**src/rtl/wbu_pkg.sv**
```systemverilog
// Shared definitions for the write-back stage: FSM states, retire packet layout.
// Latency: n/a (package only).
// Backpressure: n/a (package only).
//
// The bit-position localparams are the single source of truth for the retire
// packet layout; the LSU packer builds lsu_data from the same constants.
package wbu_pkg;

  // Stage FSM. Encoding is fixed here so every consumer agrees on it.
  typedef enum logic [1:0] {
    S_IDLE   = 2'd0,
    S_WB     = 2'd1,
    S_COMMIT = 2'd2,
    S_HALT   = 2'd3
  } wbu_state_t;

  // Retire packet layout (lsu_data).
  localparam int PKT_W    = 104;
  localparam int RES_MSB  = 103;  // ALU result
  localparam int RES_LSB  = 72;
  localparam int LD_MSB   = 71;   // load data, already sign/zero extended
  localparam int LD_LSB   = 40;
  localparam int PC_MSB   = 39;   // pc of the retiring instruction
  localparam int PC_LSB   = 8;
  localparam int RD_MSB   = 7;    // destination register
  localparam int RD_LSB   = 3;
  localparam int WEN_BIT  = 2;    // register file write enable
  localparam int M2R_BIT  = 1;    // select load data instead of ALU result
  localparam int EBRK_BIT = 0;    // instruction is ebreak

  localparam int XLEN   = 32;
  localparam int RADDR_W = 5;

  typedef struct packed {
    logic [XLEN-1:0]    result;
    logic [XLEN-1:0]    ld_data;
    logic [XLEN-1:0]    pc;
    logic [RADDR_W-1:0] rd;
    logic               rf_wen;
    logic               mem_to_reg;
    logic               ebreak;
  } wbu_pkt_t;

  // Unpack a raw retire word into the packet struct using the named positions,
  // so a layout change only has to be made in the localparams above.
  function automatic wbu_pkt_t unpack_pkt(input logic [PKT_W-1:0] raw);
    wbu_pkt_t p;
    p.result     = raw[RES_MSB:RES_LSB];
    p.ld_data    = raw[LD_MSB:LD_LSB];
    p.pc         = raw[PC_MSB:PC_LSB];
    p.rd         = raw[RD_MSB:RD_LSB];
    p.rf_wen     = raw[WEN_BIT];
    p.mem_to_reg = raw[M2R_BIT];
    p.ebreak     = raw[EBRK_BIT];
    return p;
  endfunction

endpackage

```
**src/rtl/wbu_regfile.sv**
```systemverilog
// Integer register file: one synchronous write port, two combinational read ports.
// Latency: write visible on read ports the cycle after the write edge; reads are 0-cycle.
// Backpressure: none; every write is taken on the clock edge it is presented.
//
// Ports:
//   clk_i, rst_ni         clock, async active-low clear of every register
//   we_i, waddr_i, wdata_i write port (x0 and out-of-range addresses ignored)
//   raddr1_i / rdata1_o   read port 1
//   raddr2_i / rdata2_o   read port 2
// x0 is not stored; it and any address >= NR_REGS read as zero. There is no
// write-to-read bypass: a read during the write cycle returns the old value.
module wbu_regfile
  import wbu_pkg::*;
#(
  parameter int WIDTH   = 32,
  parameter int NR_REGS = 32
) (
  input  logic               clk_i,
  input  logic               rst_ni,
  input  logic               we_i,
  input  logic [RADDR_W-1:0] waddr_i,
  input  logic [WIDTH-1:0]   wdata_i,
  input  logic [RADDR_W-1:0] raddr1_i,
  output logic [WIDTH-1:0]   rdata1_o,
  input  logic [RADDR_W-1:0] raddr2_i,
  output logic [WIDTH-1:0]   rdata2_o
);

  // Entries 1..NR_REGS-1 only; x0 has no storage.
  logic [WIDTH-1:0] mem_q [1:NR_REGS-1];

  always_ff @(posedge clk_i or negedge rst_ni) begin
    if (!rst_ni) begin
      for (int i = 1; i < NR_REGS; i++) begin
        mem_q[i] <= '0;
      end
    end else if (we_i) begin
      // Address decode by comparison keeps the 5-bit address legal for the
      // 16-entry variant; out-of-range addresses simply match nothing.
      for (int i = 1; i < NR_REGS; i++) begin
        if (waddr_i == RADDR_W'(i)) begin
          mem_q[i] <= wdata_i;
        end
      end
    end
  end

  always_comb begin
    rdata1_o = '0;
    for (int i = 1; i < NR_REGS; i++) begin
      if (raddr1_i == RADDR_W'(i)) begin
        rdata1_o = mem_q[i];
      end
    end
  end

  always_comb begin
    rdata2_o = '0;
    for (int i = 1; i < NR_REGS; i++) begin
      if (raddr2_i == RADDR_W'(i)) begin
        rdata2_o = mem_q[i];
      end
    end
  end

endmodule

```
**src/rtl/wbu.sv**
```systemverilog
// Write-back stage: buffers one retire packet, writes the register file, reports commit.
// Latency: accept -> commit_valid 2 cycles; best-case one packet per 3 cycles.
// Backpressure: wbu_ready only in S_IDLE; commit held stable until commit_ready; halted forever after ebreak.
//
// Ports:
//   clk, rst                         clock, async active-low reset
//   lsu_valid, lsu_data, wbu_ready   retire packet handshake from the LSU
//   rs1_addr/rs1_data, rs2_addr/rs2_data
//                                    combinational register file reads for decode
//   commit_valid, commit_pc, commit_ready
//                                    commit handshake towards fetch
//   halt                             sticky, ebreak has been committed
//   bad_rd                           sticky, a write to rd >= NR_REGS was dropped
module wbu
  import wbu_pkg::*;
#(
  parameter int WIDTH   = 32,
  parameter int NR_REGS = 32   // 16 (RV32E) or 32
) (
  input  logic               clk,
  input  logic               rst,
  input  logic               lsu_valid,
  input  logic [PKT_W-1:0]   lsu_data,
  output logic               wbu_ready,
  input  logic [RADDR_W-1:0] rs1_addr,
  output logic [WIDTH-1:0]   rs1_data,
  input  logic [RADDR_W-1:0] rs2_addr,
  output logic [WIDTH-1:0]   rs2_data,
  output logic               commit_valid,
  output logic [XLEN-1:0]    commit_pc,
  input  logic               commit_ready,
  output logic               halt,
  output logic               bad_rd
);

  wbu_state_t state_q, state_d;
  wbu_pkt_t   pkt_q, pkt_d;
  logic       halt_q, halt_d;
  logic       bad_rd_q, bad_rd_d;

  logic             rf_we;
  logic [WIDTH-1:0] rf_wdata;
  logic             rd_in_range;

  assign rd_in_range = (int'(pkt_q.rd) < NR_REGS);
  assign rf_wdata    = pkt_q.mem_to_reg ? WIDTH'(pkt_q.ld_data) : WIDTH'(pkt_q.result);

  always_ff @(posedge clk or negedge rst) begin
    if (!rst) begin
      state_q  <= S_IDLE;
      pkt_q    <= '0;
      halt_q   <= 1'b0;
      bad_rd_q <= 1'b0;
    end else begin
      state_q  <= state_d;
      pkt_q    <= pkt_d;
      halt_q   <= halt_d;
      bad_rd_q <= bad_rd_d;
    end
  end

  always_comb begin
    state_d  = state_q;
    pkt_d    = pkt_q;
    halt_d   = halt_q;
    bad_rd_d = bad_rd_q;
    rf_we    = 1'b0;

    unique case (state_q)
      S_IDLE: begin
        // wbu_ready is implied by being in S_IDLE.
        if (lsu_valid) begin
          pkt_d   = unpack_pkt(lsu_data);
          state_d = S_WB;
        end
      end

      S_WB: begin
        // x0 writes vanish silently; only a real out-of-range rd is flagged.
        if (pkt_q.rf_wen && (pkt_q.rd != '0)) begin
          if (rd_in_range) begin
            rf_we = 1'b1;
          end else begin
            bad_rd_d = 1'b1;
          end
        end
        state_d = S_COMMIT;
      end

      S_COMMIT: begin
        if (commit_ready) begin
          if (pkt_q.ebreak) begin
            halt_d  = 1'b1;
            state_d = S_HALT;
          end else begin
            state_d = S_IDLE;
          end
        end
      end

      S_HALT: begin
        // Terminal; only reset leaves.
      end

      default: begin
        state_d = S_IDLE;
      end
    endcase
  end

  // Decoded from the state register so both read their reset values while rst is low.
  assign wbu_ready    = (state_q == S_IDLE);
  assign commit_valid = (state_q == S_COMMIT);
  assign commit_pc    = pkt_q.pc;
  assign halt         = halt_q;
  assign bad_rd       = bad_rd_q;

  wbu_regfile #(
    .WIDTH   (WIDTH),
    .NR_REGS (NR_REGS)
  ) u_regfile (
    .clk_i    (clk),
    .rst_ni   (rst),
    .we_i     (rf_we),
    .waddr_i  (pkt_q.rd),
    .wdata_i  (rf_wdata),
    .raddr1_i (rs1_addr),
    .rdata1_o (rs1_data),
    .raddr2_i (rs2_addr),
    .rdata2_o (rs2_data)
  );

endmodule

```
**config.mk**
```make
export PLATFORM = sky130hd
export DESIGN_NAME = wbu
export DESIGN_NICKNAME = d
export VERILOG_FILES = /design/src/rtl/wbu_pkg.sv /design/src/rtl/wbu_regfile.sv /design/src/rtl/wbu.sv
export SDC_FILE = /design/constraint.sdc
export NUM_CORES = 2
export LEC_CHECK = 0
export ABC_AREA = 1
export BUFFER_PORTS_ARGS = -buffer_cell sky130_fd_sc_hd__buf_4
export CAP_MARGIN = 10
export CORE_UTILIZATION = 40
export DETAILED_ROUTE_END_ITERATION = 7
export GPL_TIMING_DRIVEN = 0
export MAX_ROUTING_LAYER = met4
export PLACE_DENSITY = 0.53
export SETUP_SLACK_MARGIN = 0.5
export SLEW_MARGIN = 30
export SYNTH_ARGS = -nofsm -noshare
export SYNTH_HDL_FRONTEND = slang
export SYNTH_SLANG_ARGS = --single-unit
export TNS_END_PERCENT = 5
```
**constraint.sdc**
```tcl
create_clock -name clk -period 5.6 [get_ports clk]
set_input_delay 0.56 -clock clk [delete_from_list [all_inputs] [get_ports clk]]
set_output_delay 0.56 -clock clk [all_outputs]
set_load 0.01 [all_outputs]
```
==> impl_metrics.ini <==
[status]
status = finished, final reports clean

[clocking]
cts_tree = built
cts_buffer_depth = 3
clkTransAtPathRegs_ns = 0.05
cts_buffers = 134
cts_root_buf = clkbuf_16
clock_sinks = 1099
insertion_delay_ns = 0.81
htreeDepth = 4

[detailed_routing]
vias = 56900
drt_wl_total_mm = 279
drt_iter0_markers = 7938
drc_errors = 0
avgViaCountPerCell = 5.82
wire_per_inst_um = 28.5
firstDrtPassIters = 7
ant_nets = 0

[global_route]
grt_pass1_vias = 52900
grt_overflow_total = 0
grt_usage = 0.407
grt_pass1_wl_mm = 393
grt_max_degree = 119
antenna_found_initial = 25

[power]
power_density_nw_per_um2 = 530
seq_power_share = 0.383
p_leak_uw = 0.0290
p_sw_frac = 0.438
pwr-share-comb = 0.363
pwr-share-clk = 0.254
internal-power_uw = 19700
vdd_drop_max_uv = 337
p_sw_uw = 15400

[placement]
port_buffers = 214
place_inst = 9414
place_area_um2 = 59900
gp_congestion = 1.02
hpwlAfterDp_mm = 210

[sta]
min_period_ns = 5.53
maxSlewHeadroom = 0.253
max_freq_mhz = 181
setup_viol = 0
hold_ws_ns = 0.0164
final.setup_skew_ns = 0.0279
drv_slew = 0
rsz0062_at_grt = yes
worst_pin_slew_ns = 1.12
fin_crit_sh = 0.987
finalHoldViolations = 0

[worst_setup_path]
cp-start-kind = input pin
worstPathMaxFanout = 10
cp_data_required_time_ns = 5.04
worstSetupPathType = input pin to output pin
max_stage_delay_ns = 0.34
arrival_ns = 4.97
crit_path_frequent_cell = nand4_1
slowest_stage = nand4_1
worstSetupEndpointType = output pin
path_cells = buf_4, nor2_1, buf_2, buf_2, nand3_1, nand3_1, nor2_2, nand4_1, nor2_4, nand4_1, nor2_4, nand4_1, nand2_1, nand4_1, nand2_1, nand4_1, nor2_1, nand4_1, nor2_1, nand4_1, buf_4
reg2reg_slack_ns = 2.31

[synth]
yosysSeqAreaShare = 0.499
synth_area_leader_cell = dfrtp_1
yosysMostFrequentCell = nand2_1
ys.flop_type = dfrtp_1
synth.avg_cell_area_um2 = 7.46
yosys-top-cells-area = dfrtp_1 (50%), nand2_1 (18%), o21ai_0 (9.0%)
ys_types = 35
yosys_warnings = 0
synth_edf_count = 0
synth_commonest_cells = nand2_1 (2607), dfrtp_1 (1099), o21ai_0 (995)
synth.cell_area_um2 = 55100
ys_seq_elements = 1099
synth_top_area_share = 0.499
synth_fp_nets = 7508
synthesis.instances = 7386
async_flop_share = 1.00

[floorplan]
core-area_um2 = 136000
rows = 135
ios = 218
start_util = 0.405
die_y_um = 373
die-area_um2 = 139000
die_x_um = 373

[cells_and_area]
nNetsFinal = 7996
fin_area_um2 = 66200
area_growth_pct = 20.1
drive_above_1_share = 0.119
instances_no_fill = 9781
final_util = 0.486

[run]
cap_violations = 0

[worst_hold_path]
hold_path_class = input pin to register
metrics by stage:
stage / total power (µW) / setup slack, ns / setup TNS, ns
final: 35100 / 0.0733 / 0
after global routing: 36200 / 0.208 / 0
after CTS: 34500 / 0.185 / 0
after detailed placement: 25500 / -0.527 / -6.14
after global placement: 24600 / -10.20 / -
after floorplan: 18000 / 2.64 / 0
registers in the layout (all words and copies together) (netlist names):
| signal | count |
|---|---|
| u_regfile.mem_q | 992 |
| state_q | 2 |
| pkt_q | 72 |
| halt | 1 |
| commit_pc | 32 |
cells in the final DEF, fill, tap and decap left out, drive strengths merged:
cell         netlist  layout
o211ai             1       1
nor3              14      14
conb               1       1
or2               35      35
ha                 4       4
nand4            563     563
clkinvlp           0       3
a221oi             1       1
diode              0      30
o22ai              1       1
bufinv             0       9
o21a               1       1
clkbuf           462     654
inv              392     403
mux2             100     100
buf               78     335
o21bai             1       1
nor2             868     868
o21ai            995     995
nand3            114     114
dlygate4sd3        0      97
clkinv             5      20
o2111ai            3       3
dfrtp           1099    1099
nor4               1       1
a21oi             36      36
nand2           2611    2611
per-layer routing:
metal | global-route usage | up-vias | wire length [µm]
met4 | 0.244 | 0 | 19100
met5 | - | - | 0
met2 | 0.580 | 3163 | 120000
met1 | 0.522 | 28200 | 112000
met3 | 0.0989 | 662 | 27900
li1 | - | 25000 | -
worst max-delay path: cells and delay by family:
kind                   cells  cell delay [ns]
AND/OR/NAND/NOR           17             3.54
buffers and inverters      4             0.84
power groups by stage:
stage                     Combinational, µW  Sequential [µW]  Clock [µW]
after global placement                11200            13400           0
after global routing                  13200            13700        9250
after floorplan                        5360            12700           0
final                                 12700            13400        8910
after CTS                             12300            13300        8940
after detailed placement              12100            13400           0
cell type report:
| class | count | area [µm²] |
|---|---|---|
| inverter | 397 | 1500 |
| buffer | 540 | 2400 |
| clock buffer | 194 | 3770 |
| fill | 13800 | 70000 |
| sequential | 1099 | 27500 |
| timing repair buffer | 352 | 3470 |
| multi-input combinational | 5350 | 24700 |
| tap | 1781 | 2230 |
| antenna | 30 | 75.1 |
| clock inverter | 38 | 559 |
kinds of logic (layout without fill, tap and decap cells):
logic type / Yosys count / after routing / share of synthesized area
compound gates: 1039 / 1039 / 0.0948
fa+ha+maj: 4 / 4 / 0.000908
buf+inv: 937 / 1521 / 0.0673
flops: 1099 / 1099 / 0.499
mux: 100 / 100 / 0.0204
other cells: 1 / 31 / 0.0000680
simple gates: 4206 / 4206 / 0.318
final timing paths:
| kind | cells after the start | start | end |
|---|---|---|---|
| max | 21 | rs1_addr[3] | rs1_data[13] |
| min | 2 | lsu_data[77] | pkt_q[77]$_DFFE_PN0P_ |
| max reg2reg | 9 | state_q[1]$_DFFE_PN0P_ | u_regfile.mem_q[131]$_DFFE_PN0P_ |
| min reg2reg | 2 | u_regfile.mem_q[762]$_DFFE_PN0P_ | u_regfile.mem_q[762]$_DFFE_PN0P_ |
| max in group asynchronous | 5 | rst | pkt_q[96]$_DFFE_PN0P_ |
| min in group asynchronous | 2 | rst | u_regfile.mem_q[807]$_DFFE_PN0P_ |
repair_timing:
| action | 4_1_cts | 5_1_grt |
|---|---|---|
| setup buffers | 1 | 6 |
| pin swaps | 28 | 44 |
| hold buffers | 97 | 0 |
| cloned | 1 | 0 |
| endpoints found under the hold margin | 177 | 0 |
| setup endpoints to repair | 59 | 62 |
| gates resized for setup | 163 | 142 |
(Power assumes the default switching activity.)
